<file path="src/rtl/mips_controller_if.sv">
// Bus bundle for mips_controller: instruction fields and ALU flag in, datapath controls out.
// The controller uses the slave modport; the driver of op/funct/zero uses master.
interface mips_controller_if;
    logic [5:0] op;
    logic [5:0] funct;
    logic       zero;
    logic       iord;
    logic       memwrite;
    logic       irwrite;
    logic       pcen;
    logic       regwrite;
    logic       regdst;
    logic       memtoreg;
    logic       alusrca;
    logic [1:0] alusrcb;
    logic [1:0] pcsrc;
    logic [2:0] alucont;
    logic       illegal;
    logic [3:0] state;

    modport master (
        output op, funct, zero,
        input  iord, memwrite, irwrite, pcen, regwrite, regdst, memtoreg,
               alusrca, alusrcb, pcsrc, alucont, illegal, state
    );

    modport slave (
        input  op, funct, zero,
        output iord, memwrite, irwrite, pcen, regwrite, regdst, memtoreg,
               alusrca, alusrcb, pcsrc, alucont, illegal, state
    );
endinterface

</file>
<file path="src/rtl/mips_controller.sv">
// Multicycle MIPS control FSM (Moore; pcen also depends on zero).
// Define BNE_EN to add the bne instruction (op 000101) via the BNEEX state.
module mips_controller (
    input  logic              clk,
    input  logic              reset,
    mips_controller_if.slave  bus
);

    typedef enum logic [3:0] {
        S_FETCH   = 4'd0,
        S_DECODE  = 4'd1,
        S_MEMADR  = 4'd2,
        S_MEMRD   = 4'd3,
        S_MEMWB   = 4'd4,
        S_MEMWR   = 4'd5,
        S_RTYPEEX = 4'd6,
        S_RTYPEWB = 4'd7,
        S_BEQEX   = 4'd8,
        S_ADDIEX  = 4'd9,
        S_ADDIWB  = 4'd10,
        S_JEX     = 4'd11,
        S_BNEEX   = 4'd12
    } state_t;

    localparam logic [5:0] OP_LW    = 6'b100011;
    localparam logic [5:0] OP_SW    = 6'b101011;
    localparam logic [5:0] OP_RTYPE = 6'b000000;
    localparam logic [5:0] OP_BEQ   = 6'b000100;
    localparam logic [5:0] OP_ADDI  = 6'b001000;
    localparam logic [5:0] OP_J     = 6'b000010;
    localparam logic [5:0] OP_BNE   = 6'b000101;

    state_t state_q;
    state_t state_d;

    logic       iord;
    logic       memwrite;
    logic       irwrite;
    logic       pcwrite;
    logic       regwrite;
    logic       regdst;
    logic       memtoreg;
    logic       alusrca;
    logic [1:0] alusrcb;
    logic [1:0] pcsrc;
    logic [2:0] alucont;
    logic       illegal;
    logic       branch_eq;
    logic       branch_ne;
    logic       funct_bad;

    function automatic logic op_supported(input logic [5:0] op);
        logic ok;
        ok = 1'b0;
        case (op)
            OP_LW, OP_SW, OP_RTYPE, OP_BEQ, OP_ADDI, OP_J: ok = 1'b1;
`ifdef BNE_EN
            OP_BNE: ok = 1'b1;
`endif
            default: ok = 1'b0;
        endcase
        return ok;
    endfunction

    // Returns {unsupported, alucont}; unknown functs fall back to add so 011 never appears.
    function automatic logic [3:0] funct_decode(input logic [5:0] funct);
        logic [3:0] r;
        case (funct)
            6'b100000: r = 4'b0_010;
            6'b100010: r = 4'b0_110;
            6'b100100: r = 4'b0_000;
            6'b100101: r = 4'b0_001;
            6'b101010: r = 4'b0_111;
            default:   r = 4'b1_010;
        endcase
        return r;
    endfunction

    always_ff @(posedge clk) begin
        if (reset) begin
            state_q <= S_FETCH;
        end else begin
            state_q <= state_d;
        end
    end

    always_comb begin
        state_d = S_FETCH;
        case (state_q)
            S_FETCH:  state_d = S_DECODE;
            S_DECODE: begin
                case (bus.op)
                    OP_LW, OP_SW: state_d = S_MEMADR;
                    OP_RTYPE:     state_d = S_RTYPEEX;
                    OP_BEQ:       state_d = S_BEQEX;
                    OP_ADDI:      state_d = S_ADDIEX;
                    OP_J:         state_d = S_JEX;
`ifdef BNE_EN
                    OP_BNE:       state_d = S_BNEEX;
`endif
                    default:      state_d = S_FETCH;
                endcase
            end
            S_MEMADR:  state_d = (bus.op == OP_LW) ? S_MEMRD : S_MEMWR;
            S_MEMRD:   state_d = S_MEMWB;
            S_RTYPEEX: state_d = S_RTYPEWB;
            S_ADDIEX:  state_d = S_ADDIWB;
            default:   state_d = S_FETCH;
        endcase
    end

    always_comb begin
        iord      = 1'b0;
        memwrite  = 1'b0;
        irwrite   = 1'b0;
        pcwrite   = 1'b0;
        regwrite  = 1'b0;
        regdst    = 1'b0;
        memtoreg  = 1'b0;
        alusrca   = 1'b0;
        alusrcb   = 2'b00;
        pcsrc     = 2'b00;
        alucont   = 3'b000;
        illegal   = 1'b0;
        branch_eq = 1'b0;
        branch_ne = 1'b0;
        funct_bad = 1'b0;
        case (state_q)
            S_FETCH: begin
                irwrite = 1'b1;
                pcwrite = 1'b1;
                alusrcb = 2'b01;
                alucont = 3'b010;
            end
            S_DECODE: begin
                alusrcb = 2'b11;
                alucont = 3'b010;
                illegal = ~op_supported(bus.op);
            end
            S_MEMADR, S_ADDIEX: begin
                alusrca = 1'b1;
                alusrcb = 2'b10;
                alucont = 3'b010;
            end
            S_MEMRD: iord = 1'b1;
            S_MEMWR: begin
                iord     = 1'b1;
                memwrite = 1'b1;
            end
            S_MEMWB: begin
                memtoreg = 1'b1;
                regwrite = 1'b1;
            end
            S_RTYPEEX: begin
                alusrca              = 1'b1;
                {funct_bad, alucont} = funct_decode(bus.funct);
                illegal              = funct_bad;
            end
            S_RTYPEWB: begin
                regdst   = 1'b1;
                regwrite = 1'b1;
            end
            S_BEQEX: begin
                alusrca   = 1'b1;
                alucont   = 3'b110;
                pcsrc     = 2'b01;
                branch_eq = 1'b1;
            end
`ifdef BNE_EN
            S_BNEEX: begin
                alusrca   = 1'b1;
                alucont   = 3'b110;
                pcsrc     = 2'b01;
                branch_ne = 1'b1;
            end
`endif
            S_ADDIWB: regwrite = 1'b1;
            S_JEX: begin
                pcsrc   = 2'b10;
                pcwrite = 1'b1;
            end
            default: ;
        endcase
    end

    // State-changing enables are held off while reset is asserted.
    assign bus.irwrite  = irwrite & ~reset;
    assign bus.pcen     = (pcwrite | (branch_eq & bus.zero) | (branch_ne & ~bus.zero)) & ~reset;
    assign bus.regwrite = regwrite & ~reset;
    assign bus.memwrite = memwrite & ~reset;
    assign bus.illegal  = illegal & ~reset;
    assign bus.iord     = iord;
    assign bus.regdst   = regdst;
    assign bus.memtoreg = memtoreg;
    assign bus.alusrca  = alusrca;
    assign bus.alusrcb  = alusrcb;
    assign bus.pcsrc    = pcsrc;
    assign bus.alucont  = alucont;
    assign bus.state    = state_q;

endmodule

</file>
<file path="src/flat_wrapper.sv">
// flat-port wrapper written by rule: the top's interface ports become plain ports
module mips_controller_flat 
  (clk, reset, bus_op, bus_funct, bus_zero, bus_iord, bus_memwrite, bus_irwrite, bus_pcen, bus_regwrite, bus_regdst, bus_memtoreg, bus_alusrca, bus_alusrcb, bus_pcsrc, bus_alucont, bus_illegal, bus_state);
  mips_controller_if bus_i ();
  input  logic clk;
  input  logic reset;
  input wire logic [$bits(bus_i.op)-1:0] bus_op;
  input wire logic [$bits(bus_i.funct)-1:0] bus_funct;
  input wire logic [$bits(bus_i.zero)-1:0] bus_zero;
  output wire logic [$bits(bus_i.iord)-1:0] bus_iord;
  output wire logic [$bits(bus_i.memwrite)-1:0] bus_memwrite;
  output wire logic [$bits(bus_i.irwrite)-1:0] bus_irwrite;
  output wire logic [$bits(bus_i.pcen)-1:0] bus_pcen;
  output wire logic [$bits(bus_i.regwrite)-1:0] bus_regwrite;
  output wire logic [$bits(bus_i.regdst)-1:0] bus_regdst;
  output wire logic [$bits(bus_i.memtoreg)-1:0] bus_memtoreg;
  output wire logic [$bits(bus_i.alusrca)-1:0] bus_alusrca;
  output wire logic [$bits(bus_i.alusrcb)-1:0] bus_alusrcb;
  output wire logic [$bits(bus_i.pcsrc)-1:0] bus_pcsrc;
  output wire logic [$bits(bus_i.alucont)-1:0] bus_alucont;
  output wire logic [$bits(bus_i.illegal)-1:0] bus_illegal;
  output wire logic [$bits(bus_i.state)-1:0] bus_state;
  assign bus_i.op = bus_op;
  assign bus_i.funct = bus_funct;
  assign bus_i.zero = bus_zero;
  assign bus_iord = bus_i.iord;
  assign bus_memwrite = bus_i.memwrite;
  assign bus_irwrite = bus_i.irwrite;
  assign bus_pcen = bus_i.pcen;
  assign bus_regwrite = bus_i.regwrite;
  assign bus_regdst = bus_i.regdst;
  assign bus_memtoreg = bus_i.memtoreg;
  assign bus_alusrca = bus_i.alusrca;
  assign bus_alusrcb = bus_i.alusrcb;
  assign bus_pcsrc = bus_i.pcsrc;
  assign bus_alucont = bus_i.alucont;
  assign bus_illegal = bus_i.illegal;
  assign bus_state = bus_i.state;
  mips_controller u_core (.clk(clk), .reset(reset), .bus(bus_i));
endmodule
</file>
<file path="config.mk">
export PLATFORM = sky130hd
export DESIGN_NAME = mips_controller_flat
export DESIGN_NICKNAME = d
export VERILOG_FILES = /design/src/rtl/mips_controller_if.sv /design/src/rtl/mips_controller.sv /design/src/flat_wrapper.sv
export SDC_FILE = /design/constraint.sdc
export NUM_CORES = 1
export LEC_CHECK = 0
export CORE_MARGIN = 5
export CORE_UTILIZATION = 33
export CTS_BUF_LIST = sky130_fd_sc_hd__clkbuf_16
export DETAILED_ROUTE_END_ITERATION = 8
export HOLD_SLACK_MARGIN = 0.03
export PLACE_DENSITY = 0.74
export SLEW_MARGIN = 5
export SYNTH_ARGS = -nofsm -noshare
export SYNTH_HDL_FRONTEND = slang
export SYNTH_SLANG_ARGS = --single-unit
</file>
<file path="constraint.sdc">
create_clock -name clk -period 1.4 [get_ports clk]
set_clock_uncertainty 0.1 [all_clocks]
set_input_delay 0.35 -clock clk [delete_from_list [all_inputs] [get_ports clk]]
set_output_delay 0.35 -clock clk [all_outputs]
set_load 0.01 [all_outputs]
</file>
==> results.sh, run 1 <==
export IMPL_status="aborted with a tool error"
export IMPL_stop_stage="global routing"
export IMPL_stop_error="[ERROR DPL-0033] detailed placement checks failed during check placement."
export IMPL_ys_top_cells_by_count="12 x nor2_1, 10 x nor3_1, 7 x a21oi_1, 6 x nand2_1, 6 x nand2b_1"
export IMPL_synth_area_leaders="dfxtp_1 13%, nor3_1 8.3%, nor2_1 7.5%"
export IMPL_netlist_instances=90
export IMPL_yosys_most_used_dff="dfxtp_1"
export IMPL_cts_max_level=1
export IMPL_pre_cts_ws_ns=-0.940
export IMPL_postGrtWorstEndpoint="bus_illegal"
export IMPL_synth_seq_cells=4
export IMPL_dp_hpwl_mm=2.08
export IMPL_die_w_um=52.7
export IMPL_grt_max_degree=9
export IMPL_synth_edff_count=0
export IMPL_yosysTopAreaCellShare_pct=13.3
export IMPL_synth_top_area_cell="dfxtp_1"
export IMPL_worst_endpoint_kind="top-level output"
export IMPL_place_congestion=0.828
export IMPL_synth_nets=105
export IMPL_yosysWarnings=0
export IMPL_synth_area_um2=601
export IMPL_die_y_um=52.7
export IMPL_syn_avg_cell_area_um2=6.67
export IMPL_numPortBuffers=34
export IMPL_postCtsHoldBufs=0
export IMPL_num_rows=15
export IMPL_numClockSinks=4
export IMPL_boundaryPins=35
export IMPL_clock_root_buffer="clkbuf_16"
export IMPL_async_flop_share_pct=0
export IMPL_grt_antenna_before_repair=0
export IMPL_yosysSeqAreaShare_pct=13.3
export IMPL_clk_path_buf_depth=2
export IMPL_synth_cell_types=34
export IMPL_yosysMostFrequentCell="nor2_1"
export IMPL_start_util_pct=34.8
export IMPL_cts_buffers=3
through the flow:
step | instances | setup TNS [ns] | area [um^2]
after CTS | 189 | -3.59 | 1500
after global placement | 175 | -11.73 | 1220
after detailed placement | 175 | -12.26 | 1220
after floorplan | 90 | -0.195 | 651
kinds of logic after synthesis:
logic type,share of synthesized area [%]
flops,13.3
buf+inv,5.42
mux,3.33
xor+xnor,5.83
compound gates,28.1
simple gates,44.0
timing repair:
action                                  in CTS
buffers inserted                            10
pin swaps                                   17
cloned                                       1
resized for setup                          170
endpoints found under the setup margin      24
==> run 2, diff against run 1 <==
--- a/config.mk
+++ b/config.mk
@@ -5,12 +5,10 @@
 export SDC_FILE = /design/constraint.sdc
 export NUM_CORES = 1
 export LEC_CHECK = 0
-export CORE_MARGIN = 5
-export CORE_UTILIZATION = 33
-export CTS_BUF_LIST = sky130_fd_sc_hd__clkbuf_16
+export CORE_AREA = 5 5 66 68
 export DETAILED_ROUTE_END_ITERATION = 8
-export HOLD_SLACK_MARGIN = 0.03
-export PLACE_DENSITY = 0.74
+export DIE_AREA = 0 0 71 73
+export PLACE_DENSITY_LB_ADDON = 0.15
 export SLEW_MARGIN = 5
 export SYNTH_ARGS = -nofsm -noshare
 export SYNTH_HDL_FRONTEND = slang
==> constraint.sdc (replaced) <==
create_clock -name clk -period 1.8 [get_ports clk]
set_clock_uncertainty 0.1 [all_clocks]
set_input_delay 0.45 -clock clk [delete_from_list [all_inputs] [get_ports clk]]
set_output_delay 0.45 -clock clk [all_outputs]
set_load 0.01 [all_outputs]
==> run 2 against run 1 <==
  * The flow now finishes, with violations (setup timing)
  * Synthesized cell count unchanged
  * Area after synthesis did not move
==> results.sh, run 2 <==
export IMPL_core_um2=3800
export IMPL_drt_iter0_drc=30
export IMPL_dp_hpwl_mm=1.95
export IMPL_path_buf_inv=2
export IMPL_grt_max_degree=8
export IMPL_largest_reg_flops=4
export IMPL_synth_top_area_cell="dfxtp_1"
export IMPL_worst_slack_ns=-0.0642
export IMPL_sw_frac_of_total_pct=28.7
export IMPL_clk_latency_ns=0.21
export IMPL_numClockSinks=4
export IMPL_synth_area_um2=601
export IMPL_grt_antenna_before_repair=0
export IMPL_slew_violations=0
export IMPL_wl_mm=2.50
export IMPL_clk_path_buf_depth=2
export IMPL_grt_pass1_vias=934
export IMPL_tightest_slew_ns=0.289
export IMPL_die_area_um2=5180
export IMPL_synth_seq_cells=4
export IMPL_boundaryPins=35
export IMPL_yosysMostFrequentCell="nor2_1"
export IMPL_yosys_most_used_dff="dfxtp_1"
export IMPL_intPower_mw=0.338
export IMPL_synth_area_leaders="dfxtp_1 13%, nor3_1 8.3%, nor2_1 7.5%"
export IMPL_cpMostUsedCell="buf_2"
export IMPL_finalSetupViolCount=2
export IMPL_regToRegSetupSlack_ns=0.31
export IMPL_syn_to_final_growth_pct=129
export IMPL_clock_root_buffer="clkbuf_8"
export IMPL_critPathKind="in2out"
export IMPL_grtUsageMet1_pct=11.6
export IMPL_yosysWarnings=0
export IMPL_hold_viol=0
export IMPL_cts_clk_slew_worst_paths_ns=0.03
export IMPL_drt_pass1_iter_count=4
export IMPL_grt_pass1_wl_mm=4.11
export IMPL_ant_nets=0
export IMPL_seqPwrFrac_pct=20.1
export IMPL_num_rows=23
export IMPL_async_flop_share_pct=0
export IMPL_use_met3_pct=1.65
export IMPL_grt_use_met2_pct=17.4
export IMPL_ys_top_cells_by_count="12 x nor2_1, 10 x nor3_1, 7 x a21oi_1, 6 x nand2_1, 6 x nand2b_1"
export IMPL_route_detailed_drc=0
export IMPL_min_period_ns=1.86
export IMPL_min_period_over_period_pct=104
export IMPL_yosysTopAreaCellShare_pct=13.3
export IMPL_die_w_um=71
export IMPL_arrival_ns=1.31
export IMPL_synth_edff_count=0
export IMPL_vias=914
export IMPL_crit_chain="buf_2 > mux2i_2 > a31oi_4 > a31oi_1 > nor2_1 > buf_2"
export IMPL_max_stage_delay_ns=0.29
export IMPL_relSlewSlack_pct=80.7
export IMPL_total_power_mw=0.474
export IMPL_final_fill_count=413
export IMPL_grt_total_usage_pct=9.65
export IMPL_num_antenna_cells=0
export IMPL_setup_worst_path_start="bus_funct[2]"
export IMPL_cap_violations=0
export IMPL_layout_common_cells="38 x buf_4, 16 x buf_2, 9 x nor2_1, 9 x clkbuf_2"
export IMPL_crit_family="multiplexers"
export IMPL_ff2ff_path_depth=5
export IMPL_hp_class="reg2reg"
export IMPL_drive_gt1_share_pct=61.0
export IMPL_dp_cells=206
export IMPL_p_switching_mw=0.136
export IMPL_post_drt_wl_per_cell_um=11.7
export IMPL_overflow=0
export IMPL_critPathRequiredTime_ns=1.25
export IMPL_synth_nets=105
export IMPL_cts_tree="built"
export IMPL_powerDensity_nw_per_um2=345
export IMPL_synth_cell_types=34
export IMPL_grt_busiest_layer="met2"
export IMPL_numPortBuffers=34
export IMPL_fin_cells=214
export IMPL_worst_r2r_endpoint="u_core.bus.state[0]"
export IMPL_final_common_cell="buf_4"
export IMPL_worstSetupEndpointType="output port"
export IMPL_cts_max_level=1
export IMPL_netlist_instances=90
export IMPL_hold_ws_ns=0.543
export IMPL_path_depth=6
export IMPL_syn_avg_cell_area_um2=6.67
export IMPL_yosysSeqAreaShare_pct=13.3
export IMPL_reg2reg_from="u_core.bus.state[0]"
export IMPL_start_util_pct=15.8
export IMPL_violations="setup timing"
export IMPL_clock_fmax_ghz=0.536
export IMPL_p_clk_share_pct=38.5
export IMPL_cp_max_fo=3
export IMPL_cts_buffers=3
export IMPL_postCtsHoldBufs=0
export IMPL_place_congestion=0.750
export IMPL_peakVddDrop_mv=0.147
export IMPL_die_y_um=73
export IMPL_status="finished, violations left"
export IMPL_final_nets=181
export IMPL_cp_start_kind="input pin"
export IMPL_endpoint="bus_illegal"
export IMPL_via_per_inst=4.27
export IMPL_leakage_nw=0.620
export IMPL_p_comb_share_pct=41.4
export IMPL_cp_slowest_cell="mux2i_2"
export IMPL_rsz0062_at_grt="true"
## run 2: area by class of cell
type                       instances  area, um^2  share of cell area, %
clock buffer                       3        41.3                   3.00
sequential                         4        95.1                   6.92
tap                               50        62.6                   4.55
inverter                           2        7.51                  0.546
multi-input combinational         79         628                   45.7
timing repair buffer              76         541                   39.3
## run 2: worst min path at each step
stage | from | end | slack, ns | cells after the start
after global placement | u_core.bus.state[3] | u_core.bus.state[0] | 0.56 | 2
after floorplan | bus_op[3] | u_core.bus.state[2] | 0.55 | 2
after detailed placement | u_core.bus.state[3] | u_core.bus.state[0] | 0.55 | 2
after global routing | u_core.bus.state[3] | u_core.bus.state[0] | 0.58 | 2
final | u_core.bus.state[3] | u_core.bus.state[0] | 0.54 | 2
after CTS | u_core.bus.state[3] | u_core.bus.state[0] | 0.53 | 2
## run 2: metal layers
layer	up-vias	share of wire, %
met1	408	44
met4	0	0
met5	-	0
li1	484	-
met2	22	52
met3	0	4.8
## run 2: through the flow
step                      area [um^2]  setup TNS (ns)  setup WS (ns)  utilization (%)
final                            1380         -0.0797        -0.0642             36.2
after global routing             1380          -0.394         -0.146             36.2
after CTS                        1340          -0.277         -0.149             35.1
after detailed placement         1260           -7.02         -0.779             33.1
after global placement           1260           -7.08         -0.736             33.1
after floorplan                   601               0         0.0847                -
## run 2: power groups by stage
| stage | combinational (mW) | sequential (mW) | clock [mW] |
|---|---|---|---|
| global placement | 0.191 | 0.0983 | 0 |
| CTS | 0.182 | 0.0954 | 0.188 |
| finish | 0.196 | 0.0954 | 0.182 |
| global route | 0.215 | 0.0962 | 0.192 |
| floorplan | 0.0673 | 0.0973 | 0 |
| detailed placement | 0.190 | 0.0982 | 0 |
## run 2: repair_timing
action                     4_1_cts  5_1_grt
gates resized for setup        102       44
pin swaps                       14       14
setup endpoints to repair       20       14
setup buffers                    2        3
## run 2: logic make-up after synthesis
family / Yosys count / synth area share, %
DFF: 4 / 13.3
muxes: 2 / 3.33
buffers and inverters: 7 / 5.42
AOI/OAI and AO/OA: 24 / 28.1
and+or+nand+nor: 49 / 44.0
xor gates and xnor gates: 4 / 5.83
## run 2: worst reg2reg max path, cell delays in order (launching register included)
cell and delay, ns:
dfxtp_4 0.36, nand2b_1 0.16, buf_4 0.14, a21oi_1 0.13, o21bai_1 0.12, a2111oi_2 0.36
Note: power is estimated with default switching activity, not from simulation.
